## config.mk

```make
export PLATFORM = sky130hd
export DESIGN_NAME = uart_msg_scheduler
export DESIGN_NICKNAME = d
export VERILOG_FILES = /design/src/rtl/uart_msg_scheduler.sv
export SDC_FILE = /design/constraint.sdc
export NUM_CORES = 1
export LEC_CHECK = 0
export CORE_MARGIN = 2
export CORE_UTILIZATION = 50
export DETAILED_ROUTE_END_ITERATION = 6
export DONT_BUFFER_PORTS = 1
export PLACE_DENSITY = 0.68
export SYNTH_ARGS = -nofsm -noshare
export SYNTH_HDL_FRONTEND = slang
export SYNTH_SLANG_ARGS = --single-unit
```

## constraint.sdc

```tcl
create_clock -name clk -period 1.4 [get_ports clk]
set_input_delay 0.14 -clock clk [delete_from_list [all_inputs] [get_ports clk]]
set_output_delay 0.14 -clock clk [all_outputs]
set_load 0.01 [all_outputs]
```

## src/rtl/uart_msg_scheduler.sv

```systemverilog
// uart_msg_scheduler
//   Sequences the uart core's FIFO ports for the game logic.
//   Tx side: game_over (rising edge -> CHAR_OVER) and player_ready (one
//   CHAR_READY per READY_PERIOD cycles held) share one tx write port with
//   fixed priority to game_over. Pushes go IDLE -> WRITE -> GAP, so a push
//   happens at most once every 3 cycles.
//   Rx side: pops the rx FIFO one byte at a time and presents it on
//   rx_byte with a one-cycle rx_valid pulse.
// Ports
//   clk, rst          clock, async active-low reset
//   game_over         game FSM level, clk-synchronous
//   player_ready      game FSM level, clk-synchronous
//   tx_full           uart tx FIFO full
//   rx_empty, r_data  uart rx FIFO empty flag / head byte
//   wr_uart, w_data   tx FIFO push strobe / byte
//   rd_uart           rx FIFO pop strobe
//   rx_byte, rx_valid last received byte / one-cycle update pulse
//   busy              a tx request is pending or being issued
module uart_msg_scheduler #(
  parameter int unsigned READY_PERIOD = 65_000_000,
  parameter logic [7:0]  CHAR_OVER    = 8'h4C,
  parameter logic [7:0]  CHAR_READY   = 8'h52
) (
  input  logic       clk,
  input  logic       rst,
  input  logic       game_over,
  input  logic       player_ready,
  input  logic       tx_full,
  input  logic       rx_empty,
  input  logic [7:0] r_data,
  output logic       wr_uart,
  output logic [7:0] w_data,
  output logic       rd_uart,
  output logic [7:0] rx_byte,
  output logic       rx_valid,
  output logic       busy
);

  localparam int unsigned CW = $clog2(READY_PERIOD);
  localparam logic [CW-1:0] LAST = CW'(READY_PERIOD - 1);

  typedef enum logic [1:0] {IDLE, WRITE, GAP} state_t;

  state_t          state, state_nxt;
  logic            go_prev;
  logic            pend_over, pend_ready;
  logic [CW-1:0]   cnt;
  logic            wr_nxt;
  logic [7:0]      wdata_nxt;
  logic            clr_over, clr_ready;
  logic            ready_run, wrap, pop;
  logic [7:0]      cap;

  assign ready_run = player_ready & ~game_over;
  assign wrap      = ready_run & (cnt == LAST);
  // Pop at most every other cycle so the FIFO head has updated before the next pop.
  assign pop       = ~rx_empty & ~game_over & ~rd_uart;
  assign busy      = pend_over | pend_ready | (state != IDLE);

  // Tx FSM state register
  always_ff @(posedge clk or negedge rst) begin
    if (!rst) state <= IDLE;
    else      state <= state_nxt;
  end

  // Tx FSM next state and registered-output next values
  always_comb begin
    state_nxt = state;
    wr_nxt    = 1'b0;
    wdata_nxt = 8'h00;
    clr_over  = 1'b0;
    clr_ready = 1'b0;
    case (state)
      IDLE: begin
        if ((pend_over | pend_ready) & ~tx_full) begin
          state_nxt = WRITE;
          wr_nxt    = 1'b1;
          if (pend_over) begin
            wdata_nxt = CHAR_OVER;
            clr_over  = 1'b1;
          end else begin
            wdata_nxt = CHAR_READY;
            clr_ready = 1'b1;
          end
        end
      end
      WRITE:   state_nxt = GAP;
      GAP:     state_nxt = IDLE;
      default: state_nxt = IDLE;
    endcase
  end

  // Pending requests, ready counter and tx outputs
  always_ff @(posedge clk or negedge rst) begin
    if (!rst) begin
      go_prev    <= 1'b0;
      pend_over  <= 1'b0;
      pend_ready <= 1'b0;
      cnt        <= '0;
      wr_uart    <= 1'b0;
      w_data     <= 8'h00;
    end else begin
      go_prev   <= game_over;
      // A fresh edge wins over a same-cycle issue so it is never lost.
      pend_over <= (game_over & ~go_prev) | (pend_over & ~clr_over);
      if (!ready_run) begin
        cnt        <= '0;
        pend_ready <= 1'b0;
      end else if (wrap) begin
        cnt        <= '0;
        pend_ready <= 1'b1;   // merges with an already pending 'R'
      end else begin
        cnt        <= cnt + 1'b1;
        pend_ready <= pend_ready & ~clr_ready;
      end
      wr_uart <= wr_nxt;
      w_data  <= wdata_nxt;
    end
  end

  // Rx drain: capture head byte with the pop, present it the cycle after.
  always_ff @(posedge clk or negedge rst) begin
    if (!rst) begin
      rd_uart  <= 1'b0;
      cap      <= 8'h00;
      rx_byte  <= 8'h00;
      rx_valid <= 1'b0;
    end else begin
      rd_uart  <= pop;
      if (pop) cap <= r_data;
      rx_valid <= rd_uart;
      if (rd_uart) rx_byte <= cap;
    end
  end

endmodule

```

* Word-level counts from Yosys, hierarchy flattened *
Index checks and enable logic that the tools add are counted.

cells by class
  muxes and demuxes = 17
  reductions and logical operators = 2
  eq/ne operators = 3
  $add $sub $neg = 1
  bitwise gates (word level) = 18

operators with widths
  kind                                                             number
  26-bit 2-to-1 mux                                                2
  26-bit by 1-bit adder with 26-bit output, second input constant  1
  26-bit == test, second input constant                            1
  7-bit 2-to-1 mux                                                 2
  1-bit 2-to-1 mux                                                 10
  1-bit bitwise AND                                                8
  1-bit NOT                                                        7
  5-bit 2-to-1 mux                                                 1
  2-bit one-hot mux with 2 select lines                            1
  1-bit bitwise OR                                                 3
  2-bit by 1-bit == test with 1-bit output, second input constant  1
  2-bit logical NOT                                                1
  2-bit 2-to-1 mux                                                 1
  2-bit != test, second input constant                             1
  2-bit nonzero test                                               1

storage, ports and cells
  bits of input ports = 14
  output and inout port bits = 20
  logic and storage cells = 52
  register bits after elaboration = 58

* Longest topological paths before layout *
  depth in word-level cells = 8
  mapped depth = 7
  mapped depth without buffers = 5

* Worst setup path before layout *
Ideal clock, no wire load.

  kind = reg-to-reg
  start point = register cnt[11]
  end point = register cnt[20]
  arrival time = 1.422 ns
  setup slack = -0.148 ns
  data required time = 1.274 ns
  path buffers = 0
  setup time = 0.126 ns
  cell stages (with the launch flop) = 6
  clock period less this slack = 1.548 ns
  cells stage by stage = dfrtp_1 > or4_1 > nor4_1 > nand4_1 > a21oi_1 > o22ai_1

between the ends
  cells in the longest elaborated chain, start to end = 4
  elaborated cells between the ends (all ways) = 5
  those cells by class = add/sub (1); eq/ne (1); mux (2); bitwise (1)

RTL lines
  element                                                                           line  RTL
  from (decl)                                                                       47    logic [CW-1:0] cnt;
  from (signal assigned)                                                            113   cnt <= cnt + 1'b1;
  branches (longest 2 deep; another with 26-bit by 1-bit adder with 26-bit output)  -
  26-bit 2-to-1 mux *                                                               109   end else if (wrap) begin
  26-bit 2-to-1 mux *                                                               106   if (!ready_run) begin

Mark *: on every way between the ends.
A chain may end at the register's enable or synchronous reset.

* Worst setup path in the final report *
  start point = register cnt[14]
  end point = register cnt[20]

Same word-level chain as after synthesis.

==> reports/qor.yml <==
die:
  core_area_um2: 4690
  pin_count: 34
  die_w_um: 73.6
  die_area_um2: 5410
  die_h_um: 73.6
  rows: 25
  start_util_pct: 51.6
layout:
  area_delta_synth_final_pct: 30.5
  final_layout_size_suffix_gt1_share_pct: 36.0
  fin_nets: 298
  antenna_cells: 0
clocking:
  cts-root-buf: "clkbuf_8"
  cts_buffers: 5
  path_clk_slew_ps: 100
  cts_buffer_depth: 2
  cts.sink_count: 52
  cts_tree: "built"
  clk_latency_ps: 310
  htreeDepth: 2
grt:
  track_usage_pct: 21.5
  grt_pass1_vias: 1925
  grt_overflow: 0
  grtUsageMet2_pct: 37.2
  antenna_found_initial: 0
  grt_start_max_net_pins: 53
  grtUsageMet1_pct: 25.7
  grt-busiest-layer: "met2"
  met3_usage_pct: 4.66
  grt_pass1_wl_um: 8870
timing:
  skew_ps: 11.6
  timing.final.crit_share_pct: 122
  fin_tns_setup_ps: -3540
  slew_violations: 0
  final.setup.worst_slack_ps: -309
  final_period_minus_worst_setup_slack_ps: 1710
  hold_violations: 0
  fmax_mhz: 585
  setup_viol: 26
  rsz0062_at_grt: "true"
pwr:
  peakVddDrop_uv: 901
  power_density_nw_per_um2: 938
  leakage_nw: 1.43
min_path:
  hold_class: "input pin to flop"
  worst_hold_startpoint: "game_over"
routing:
  drt_iter0_drc: 117
  vias_per_cell: 5.48
  vias: 1848
  avgRoutedWirePerCell_um: 15.6
  drc: 0
  first_pass_iters: 4
  ant_nets: 0
  drt-total-wl_um: 5250
critical_path:
  end_kind: "flop"
  start_kind: "flop"
  crit_type: "flop to flop"
  required_ps: 1610
  critPathMaxFanout: 3
  crit_arrival_ps: 1920
  r2r_start: "cnt[14]$_DFF_PN0_"
  startpoint: "cnt[14]$_DFF_PN0_"
synthesis:
  syn_area_per_cell_um2: 10.7
  async_reset_ff_share_pct: 100
  ys_seq_elements: 52
  ys_types: 37
  synthFlopType: "dfrtp_1"
  ys_seq_area_share_pct: 53.8
  synth_area_um2: 2420
  synth_edf_count: 0
  syn-instance-count: 226
  yosys_warnings: 0
placement:
  place.port_buffers: 0
  place_congestion: 0.862
  hpwlAfterDp_um: 3490
  place_ws_ps: -187
outcome:
  outcome: "finished, violations left"
  violations: "setup timing"
job:
  maxCapViolCount: 0
==> logic make-up (layout without fill, tap and decap cells) <==
| logic type | after synthesis | in the layout | share of synthesized area, % |
|---|---|---|---|
| simple gates | 104 | 104 | 22.9 |
| xor+xnor | 19 | 19 | 6.88 |
| mux | 16 | 16 | 7.45 |
| fa+ha+maj | 2 | 2 | 1.03 |
| compound gates | 14 | 14 | 3.36 |
| buf+inv | 18 | 73 | 4.45 |
| other cells | 1 | 3 | 0.155 |
| flops | 52 | 52 | 53.8 |
==> per-layer routing <==
layer / up-vias / part of all wire (%) / wire length [um]
met5: - / 0 / 0
met4: 0 / 1.9 / 98
met3: 8 / 3.8 / 200
met2: 49 / 52 / 2740
met1: 911 / 42 / 2220
li1: 880 / - / -
==> cells in the final DEF, fill, tap and decap left out, types with 2 or more instances in the layout <==
master,Yosys,routed
a21oi_1,5,4
and3_1,5,5
buf_12,0,2
buf_4,6,45
buf_6,2,2
clkbuf_8,0,5
conb_1,1,3
dfrtp_1,52,49
dfrtp_2,0,3
dlygate4sd3_1,0,10
ha_1,2,2
inv_1,5,5
mux2_2,16,8
mux2_4,0,8
nand2_1,19,14
nand2_2,1,5
nand2b_1,3,2
nand3_1,14,10
nand3_2,0,4
nand4_1,7,7
nor2_1,32,31
nor2b_1,3,3
nor3_4,0,2
nor3b_2,1,2
nor4_1,4,2
nor4_2,2,3
nor4_4,1,2
o21ai_0,3,3
o22ai_1,3,3
or3_1,2,2
xnor2_1,3,3
xor2_1,16,16
==> worst max-delay path: stages, from the launching register on <==
cell	delay [ps]
dfrtp_1	370
nand4_1	230
buf_4	240
nor4_4	260
nand4_1	200
a21oi_1	200
o22ai_1	100
==> sequential cells by signal (all words and copies together) (netlist names) <==
name,count
w_data,3
rd_uart,1
rx_byte,8
cap,8
rx_valid,1
go_prev,1
pend_ready,1
state,2
pend_over,1
cnt,26
==> synth_stat cells (all sizes together) (2+ instances only) <==
library cell | instances | area [um^2]
nand2 | 20 | 77.6
clkbuf | 3 | 11.3
nor3b | 3 | 27.5
a21oi | 5 | 25.0
nand2b | 3 | 18.8
ha | 2 | 25.0
mux2 | 16 | 180
nor2 | 32 | 120
nand3 | 14 | 70.1
or3 | 2 | 12.5
nor4 | 7 | 71.3
and3 | 5 | 31.3
inv | 5 | 18.8
dfrtp | 52 | 1300
nand4 | 7 | 43.8
nor3 | 3 | 20.0
o21ai | 4 | 23.8
and4 | 2 | 17.5
nor2b | 3 | 18.8
xor2 | 16 | 140
xnor2 | 3 | 26.3
buf | 10 | 77.6
o22ai | 3 | 18.8
==> layout make-up <==
class	count	area, um^2
Sequential cell	52	1310
Timing Repair Buffer	60	528
Fill cell	345	1530
Inverter	5	18.8
Multi-Input combinational cell	158	1150
Tap cell	54	67.6
Clock inverter	3	21.3
Clock buffer	5	68.8
==> power by group <==
group          internal, mW  leakage, nW  switching [mW]  total [mW]
Combinational         0.182        0.709           0.128       0.310
Clock                 0.356       0.0445           0.520       0.876
Sequential             1.64        0.677           0.135        1.78
==> repair_timing <==
action                                  4_1_cts  5_1_grt
resized for setup                            11       12
endpoints found under the hold margin        62        0
hold buffers                                 11        0
pin swaps                                     5       18
setup buffers                                 3        2
endpoints found under the setup margin       26       26
==> worst paths after layout <==
kind | endpoint | slack [ps] | cells after the start
setup reg to reg | cnt[20]$_DFF_PN0_ | -310 | 6
hold reg to reg | pend_over$_DFF_PN0_ | 420 | 1
min in group asynchronous | cnt[21]$_DFF_PN0_ | 330 | 2
setup / recovery | cnt[20]$_DFF_PN0_ | -310 | 6
max in group asynchronous | cnt[7]$_DFF_PN0_ | 810 | 2
hold / removal | rd_uart$_DFF_PN0_ | 20 | 2
==> metrics by stage <==
| step | area [um^2] | instances | util (%) | power [mW] | hold slack, ps |
|---|---|---|---|---|---|
| 4_1_cts | 3090 | 335 | 65.9 | 2.99 | 16.7 |
| 3_5_place_dp | 2810 | 313 | 59.9 | 2.06 | -155 |
| 5_1_grt | 3160 | 337 | 67.3 | 3.10 | 14.0 |
| 6_report | 3160 | 337 | 67.3 | 2.96 | 24.2 |
| 3_3_place_gp | 2810 | 313 | 59.9 | 2.05 | -155 |
| 2_1_floorplan | 2490 | 228 | - | 2.01 | -156 |
No activity file was read; power rests on OpenSTA's default activity.
